[config.mk]
export PLATFORM = sky130hd
export DESIGN_NAME = joy_port_responder
export DESIGN_NICKNAME = d
export VERILOG_FILES = /design/src/rtl/joy_pkg.sv /design/src/rtl/joy_in_filter.sv /design/src/rtl/joy_port_responder.sv
export SDC_FILE = /design/constraint.sdc
export NUM_CORES = 1
export LEC_CHECK = 0
export BUFFER_PORTS_ARGS = -buffer_cell sky130_fd_sc_hd__buf_4
export CAP_MARGIN = 40
export CORE_ASPECT_RATIO = 0.7
export CORE_MARGIN = 2
export CORE_UTILIZATION = 56
export CTS_BUF_LIST = sky130_fd_sc_hd__clkbuf_4 sky130_fd_sc_hd__clkbuf_8
export DETAILED_ROUTE_END_ITERATION = 10
export GPL_ROUTABILITY_DRIVEN = 0
export HOLD_SLACK_MARGIN = 0.1
export PLACE_DENSITY = 0.79
export SLEW_MARGIN = 20
export SYNTH_ARGS = -nofsm -noshare
export SYNTH_HDL_FRONTEND = slang
export SYNTH_HIERARCHICAL = 1
export SYNTH_SLANG_ARGS = --single-unit
[constraint.sdc]
create_clock -name clock -period 3 [get_ports clock]
set_input_delay 0.3 -clock clock [delete_from_list [all_inputs] [get_ports clock]]
set_output_delay 0.3 -clock clock [all_outputs]
set_load 0.1 [all_outputs]
[src/rtl/joy_pkg.sv]
// Shared definitions for the controller-port responder: button bit positions,
// Four Score signature bytes, frame lengths and the responder state encoding.
package joy_pkg;

  localparam int JOY_A      = 0;
  localparam int JOY_B      = 1;
  localparam int JOY_SELECT = 2;
  localparam int JOY_START  = 3;
  localparam int JOY_UP     = 4;
  localparam int JOY_DOWN   = 5;
  localparam int JOY_LEFT   = 6;
  localparam int JOY_RIGHT  = 7;

  localparam logic [7:0] SIG_PORT0 = 8'h08;
  localparam logic [7:0] SIG_PORT1 = 8'h04;

  localparam int FRAME_STD = 8;
  localparam int FRAME_FS  = 24;

  typedef enum logic [1:0] {
    ST_IDLE  = 2'd0,
    ST_LOAD  = 2'd1,
    ST_SHIFT = 2'd2,
    ST_DONE  = 2'd3
  } joy_state_t;

  // Number of bits in a frame for the selected mode.
  function automatic logic [4:0] frame_len(input logic fs);
    return fs ? 5'(FRAME_FS) : 5'(FRAME_STD);
  endfunction

endpackage

[src/rtl/joy_in_filter.sv]
// Synchronizer plus deglitch filter for one console pin. The filtered level
// only moves after FILT_CYCLES consecutive disagreeing synchronized samples;
// rise/fall pulse in the same cycle the level changes.
module joy_in_filter #(
  parameter int   SYNC_STAGES = 2,
  parameter int   FILT_CYCLES = 4,
  parameter logic RESET_VAL   = 1'b0
) (
  input  logic clock,
  input  logic reset_n,
  input  logic i_async,
  output logic o_level,
  output logic o_rise,
  output logic o_fall
);

  localparam logic [3:0] CNT_TC = 4'(FILT_CYCLES - 1);

  logic [SYNC_STAGES-1:0] r_sync;
  logic [3:0]             r_cnt;
  logic                   r_level;
  logic                   r_rise;
  logic                   r_fall;
  logic                   w_sync;

  assign w_sync  = r_sync[SYNC_STAGES-1];
  assign o_level = r_level;
  assign o_rise  = r_rise;
  assign o_fall  = r_fall;

  // Metastability chain, preset to the pin's idle level.
  always_ff @(posedge clock or negedge reset_n) begin
    if (!reset_n) r_sync <= {SYNC_STAGES{RESET_VAL}};
    else          r_sync <= {r_sync[SYNC_STAGES-2:0], i_async};
  end

  // Down-counter reloads on any agreeing sample; commits the new level at zero.
  always_ff @(posedge clock or negedge reset_n) begin
    if (!reset_n) begin
      r_cnt   <= CNT_TC;
      r_level <= RESET_VAL;
      r_rise  <= 1'b0;
      r_fall  <= 1'b0;
    end else begin
      r_rise <= 1'b0;
      r_fall <= 1'b0;
      if (w_sync == r_level) begin
        r_cnt <= CNT_TC;
      end else if (r_cnt == 4'd0) begin
        r_cnt   <= CNT_TC;
        r_level <= w_sync;
        r_rise  <= w_sync;
        r_fall  <= ~w_sync;
      end else begin
        r_cnt <= r_cnt - 4'd1;
      end
    end
  end

endmodule

[src/rtl/joy_port_responder.sv]
// NES controller / Four Score responder: answers a console's latch/clock with
// the button snapshot on an active-low serial data pin.
//
//   state    | meaning
//   ---------+---------------------------------------------------------
//   ST_IDLE  | no latch seen since reset, pin idles high
//   ST_LOAD  | latch high, shift register follows the snapshot
//   ST_SHIFT | latch released, one bit per console clock rise
//   ST_DONE  | frame complete, shifting 1s, bit_count saturated
module joy_port_responder
  import joy_pkg::*;
#(
  parameter int         SYNC_STAGES = 2,
  parameter int         FILT_CYCLES = 4,
  parameter logic [7:0] SIG_ID      = SIG_PORT0
) (
  input  logic       clock,
  input  logic       reset_n,
  input  logic       four_score,
  input  logic [7:0] btn_a,
  input  logic [7:0] btn_b,
  input  logic       btn_valid,
  input  logic       joy_latch,
  input  logic       joy_clk,
  output logic       joy_data_n,
  output logic [4:0] bit_count,
  output logic       frame_done
);

  logic        w_latch_lvl, w_latch_rise, w_latch_fall;
  logic        w_clk_lvl, w_clk_rise, w_clk_fall;
  logic        w_unused;

  joy_state_t  r_state;
  logic [23:0] r_snapshot;
  logic [23:0] r_shreg;
  logic [4:0]  r_bit_count;
  logic        r_frame_done;
  logic        r_data_n;
  logic        r_fs;

  joy_in_filter #(.SYNC_STAGES(SYNC_STAGES), .FILT_CYCLES(FILT_CYCLES), .RESET_VAL(1'b0)) u_latch_filt (
    .clock   (clock),
    .reset_n (reset_n),
    .i_async (joy_latch),
    .o_level (w_latch_lvl),
    .o_rise  (w_latch_rise),
    .o_fall  (w_latch_fall)
  );

  joy_in_filter #(.SYNC_STAGES(SYNC_STAGES), .FILT_CYCLES(FILT_CYCLES), .RESET_VAL(1'b1)) u_clk_filt (
    .clock   (clock),
    .reset_n (reset_n),
    .i_async (joy_clk),
    .o_level (w_clk_lvl),
    .o_rise  (w_clk_rise),
    .o_fall  (w_clk_fall)
  );

  // Levels and clock falls are not needed: the FSM works purely on edges.
  assign w_unused = &{1'b0, w_latch_lvl, w_clk_lvl, w_clk_fall};

  assign joy_data_n = r_data_n;
  assign bit_count  = r_bit_count;
  assign frame_done = r_frame_done;

  // Button snapshot, updated only by btn_valid.
  always_ff @(posedge clock or negedge reset_n) begin
    if (!reset_n)       r_snapshot <= 24'd0;
    else if (btn_valid) r_snapshot <= {SIG_ID, btn_b, btn_a};
  end

  // Frame sequencer; a latch rise restarts from any state.
  always_ff @(posedge clock or negedge reset_n) begin
    if (!reset_n) begin
      r_state      <= ST_IDLE;
      r_shreg      <= 24'd0;
      r_bit_count  <= 5'd0;
      r_frame_done <= 1'b0;
      r_data_n     <= 1'b1;
      r_fs         <= 1'b0;
    end else begin
      r_frame_done <= 1'b0;
      r_data_n     <= ~r_shreg[0];
      if (w_latch_rise) begin
        r_state     <= ST_LOAD;
        r_shreg     <= r_snapshot;
        r_bit_count <= 5'd0;
      end else begin
        case (r_state)
          ST_IDLE: ;
          ST_LOAD: begin
            r_bit_count <= 5'd0;
            if (w_latch_fall) begin
              // Standard frames pre-fill bits 8..23 so 1s follow bit 7.
              r_state <= ST_SHIFT;
              r_fs    <= four_score;
              r_shreg <= four_score ? r_snapshot : {16'hFFFF, r_snapshot[7:0]};
            end else begin
              r_shreg <= r_snapshot;
            end
          end
          ST_SHIFT: begin
            if (w_clk_rise) begin
              r_shreg     <= {1'b1, r_shreg[23:1]};
              r_bit_count <= r_bit_count + 5'd1;
              if (r_bit_count + 5'd1 == frame_len(r_fs)) begin
                r_frame_done <= 1'b1;
                r_state      <= ST_DONE;
              end
            end
          end
          ST_DONE: begin
            if (w_clk_rise) r_shreg <= {1'b1, r_shreg[23:1]};
          end
          default: r_state <= ST_IDLE;
        endcase
      end
    end
  end

endmodule

==> reports/qor.txt <==
SYNTH
---------------------------------------------------------------------------
Yosys warns                                                               6
Post-Syn Area                                                  0.00293 sq mm
Post-synthesis net count                                                278
Mapped Cells                                                            253
Per-instance average area after synthesis                        11.6 sq um

GLOBAL ROUTING
---------------------------------------------------------------------------
GRT overflow                                                              0
Global-route wire length before repair                              8.58 mm
Antenna violations before repair                                          0
Number of global-route vias before repair                              1885
Overall Global Routing Usage                                          0.187
Maximum number of pins on one net before global-route repair             69

CELLS AND AREA
---------------------------------------------------------------------------
Most common cell after layout, fill and taps aside             sky130_fd_sc_hd__dfrtp_1
Fraction of layout instances using a drive strength above 1           0.279
Total of fill cells in the finished design                              373
Total inserted antenna cells                                              0
Most frequent cells in the layout                              60 x sky130_fd_sc_hd__dfrtp_1, 31 x sky130_fd_sc_hd__nand2_1, 30 x sky130_fd_sc_hd__o21ai_0, 29 x sky130_fd_sc_hd__buf_4, 17 x sky130_fd_sc_hd__mux2_2
Cell Count, Final, Fillers Out                                          359
Post-synthesis to final-layout area growth                            16.3%
Final-stage net count                                                   310

PWR
---------------------------------------------------------------------------
Leak Pwr                                                            1.57 nW
Switching part of the total                                           0.345
Part of the power in registers                                        0.483
IR drop worst, VDD                                                 0.465 mV
Power Internal                                                      1.84 mW
Switching component of the power                                     969 uW
Total power divided by cell area                                824 mW/mm^2
Clock power frac                                                      0.235
Share of power burned in combinational logic                          0.282

FLOORPLAN
---------------------------------------------------------------------------
Count of boundary I/O pins                                               29
Floorplan die area                                             0.00584 sq mm
Chip height                                                    64.5 microns
Core area                                                      0.00491 sq mm
Die width                                                      90.5 microns
Cell Rows                                                                21
Starting Density                                                      0.596

TIMING
---------------------------------------------------------------------------
Relative max-transition margin                                        0.701
Post-layout minimum cycle time                                      1780 ps
Setup TNS                                                              0 ps
Top achievable clock speed                                        0.560 GHz
Final setup fails                                                         0
Slew of the pin with the lowest slew margin                          449 ps
Final period utilization                                              0.595
Slew Limit Fails                                                          0
Worst clock skew on the final layout                                9.05 ps
RSZ-0062 raised after global routing                                  false
Final count of hold timing violations                                     0

DRT
---------------------------------------------------------------------------
Detailed-route wire length per cell                            13.5 microns
Number of detailed-route iterations in the first pass                     4
Via-per-instance ratio                                                 5.47
Post-route ant nets                                                       0
Total vias in the final route                                          1965
Post-Route WL                                                       4.85 mm
Post-detailed-route DRC marker count                                      0
Violation count after the first detailed-routing iteration              103

CRITICAL PATH
---------------------------------------------------------------------------
Arrival @ worst endpoint                                            1990 ps
Highest net fanout along the worst path                                  48
Data required time of the critical path                             3200 ps
Crit end category                                                      flop
Critical Setup Path Class                                           reg2reg
CP Launch Type                                                         flop

PLACED DESIGN
---------------------------------------------------------------------------
Placed Cells                                                            338
Port-buffer cells                                                        28
Post-detailed-placement half-perimeter wirelength                   3.14 mm

CLOCK NETWORK
---------------------------------------------------------------------------
Clock-pin slew on the worst setup and hold paths                      70 ps
Clock root buffer                                              sky130_fd_sc_hd__clkbuf_8
Deepest clock path buffer count                                           2
Clock tree from TritonCTS                                               yes
Total clock buffers created by CTS                                        9
Number of setup buffers added after CTS                                   0
Clock latency at the later pin of the worst-skew pair                340 ps
Number of buffers inserted by hold repair at cts                          3
# resized after CTS                                                       0
H-Tree Level Count                                                        3
CTS sink cnt                                                             68

WORST HOLD PATH
---------------------------------------------------------------------------
Hold/Removal Path Class                                              in2reg

OUTCOME
---------------------------------------------------------------------------
Outcome                                                        finished, final reports clean

FLOW RUN
---------------------------------------------------------------------------
Number of maximum-capacitance constraint violations                       0

critical path: stages (launching register included):
cell and delay (ps):
sky130_fd_sc_hd__dfrtp_1 620, sky130_fd_sc_hd__inv_1 310, sky130_fd_sc_hd__a21oi_2 180, sky130_fd_sc_hd__buf_4 370, sky130_fd_sc_hd__o21ai_0 170
through the flow:
step	worst slack (ps)	total power [mW]	util	hold WS (ps)	area, sq um
3_5_place_dp	1160	2.14	0.642	347	3160
4_1_cts	1160	2.81	0.685	177	3360
5_1_grt	1020	3.03	0.693	174	3410
2_1_floorplan	1080	1.99	-	4.41	2930
3_3_place_gp	1260	2.10	0.642	333	3160
6_report	1220	2.81	0.693	192	3410
power groups by stage:
stage                     registers (mW)  clock network (mW)  logic (mW)
after global placement              1.36                   0       0.737
after floorplan                     1.36                   0       0.629
after CTS                           1.35               0.684       0.776
after detailed placement            1.36                   0       0.784
final                               1.35               0.660       0.792
after global routing                1.39               0.733       0.908
flip-flops by register name, indices dropped and copies added (netlist names):
| register | cells |
|---|---|
| u_latch_filt/o_rise | 1 |
| frame_done | 1 |
| bit_count | 5 |
| r_state | 2 |
| u_latch_filt/r_cnt | 4 |
| joy_data_n | 1 |
| u_clk_filt/r_cnt | 4 |
| u_latch_filt/o_level | 1 |
| u_clk_filt/o_level | 1 |
| r_shreg | 24 |
| u_latch_filt/o_fall | 1 |
| r_snapshot | 17 |
| r_fs | 1 |
| u_latch_filt/r_sync | 2 |
| u_clk_filt/o_rise | 1 |
| u_clk_filt/r_sync | 2 |
path summary, 6_finish.rpt:
path                                                 from                             end  slack, ps  depth (start not counted)
setup / recovery                   r_state[1]$_DFFE_PN0P_          r_shreg[3]$_DFFE_PN0P_       1220                          4
setup reg to reg                   r_state[1]$_DFFE_PN0P_          r_shreg[3]$_DFFE_PN0P_       1220                          4
hold / removal                                   btn_a[1]       r_snapshot[1]$_DFFE_PN0P_        190                          2
min in group asynchronous                         reset_n      r_snapshot[13]$_DFFE_PN0P_        350                          2
max in group asynchronous                         reset_n  u_clk_filt/r_sync[1]$_DFF_PN1_       2090                          3
hold reg to reg            u_clk_filt/r_sync[0]$_DFF_PN1_  u_clk_filt/r_sync[1]$_DFF_PN1_        360                          0
final cells by class:
class	count	area, sq um	share of cell area
Sequential cell	68	1710	0.502
Tap cell	69	86.3	0.0253
Clock inverter	4	25.0	0.00734
Inverter	9	33.8	0.00992
Multi-Input combinational cell	163	1110	0.325
Clock buffer	12	153	0.0448
Timing Repair Buffer	34	290	0.0852
metal layers:
| layer | wire length (microns) | up-vias | track usage | share of wire |
|---|---|---|---|---|
| met5 | 0 | - | 0 | 0 |
| met4 | 38 | 0 | 0.0673 | 0.0078 |
| met3 | 260 | 3 | 0.0733 | 0.054 |
| met2 | 2110 | 47 | 0.281 | 0.43 |
| met1 | 2440 | 958 | 0.250 | 0.50 |
| li1 | - | 957 | - | - |
(Power assumes the default switching activity.)
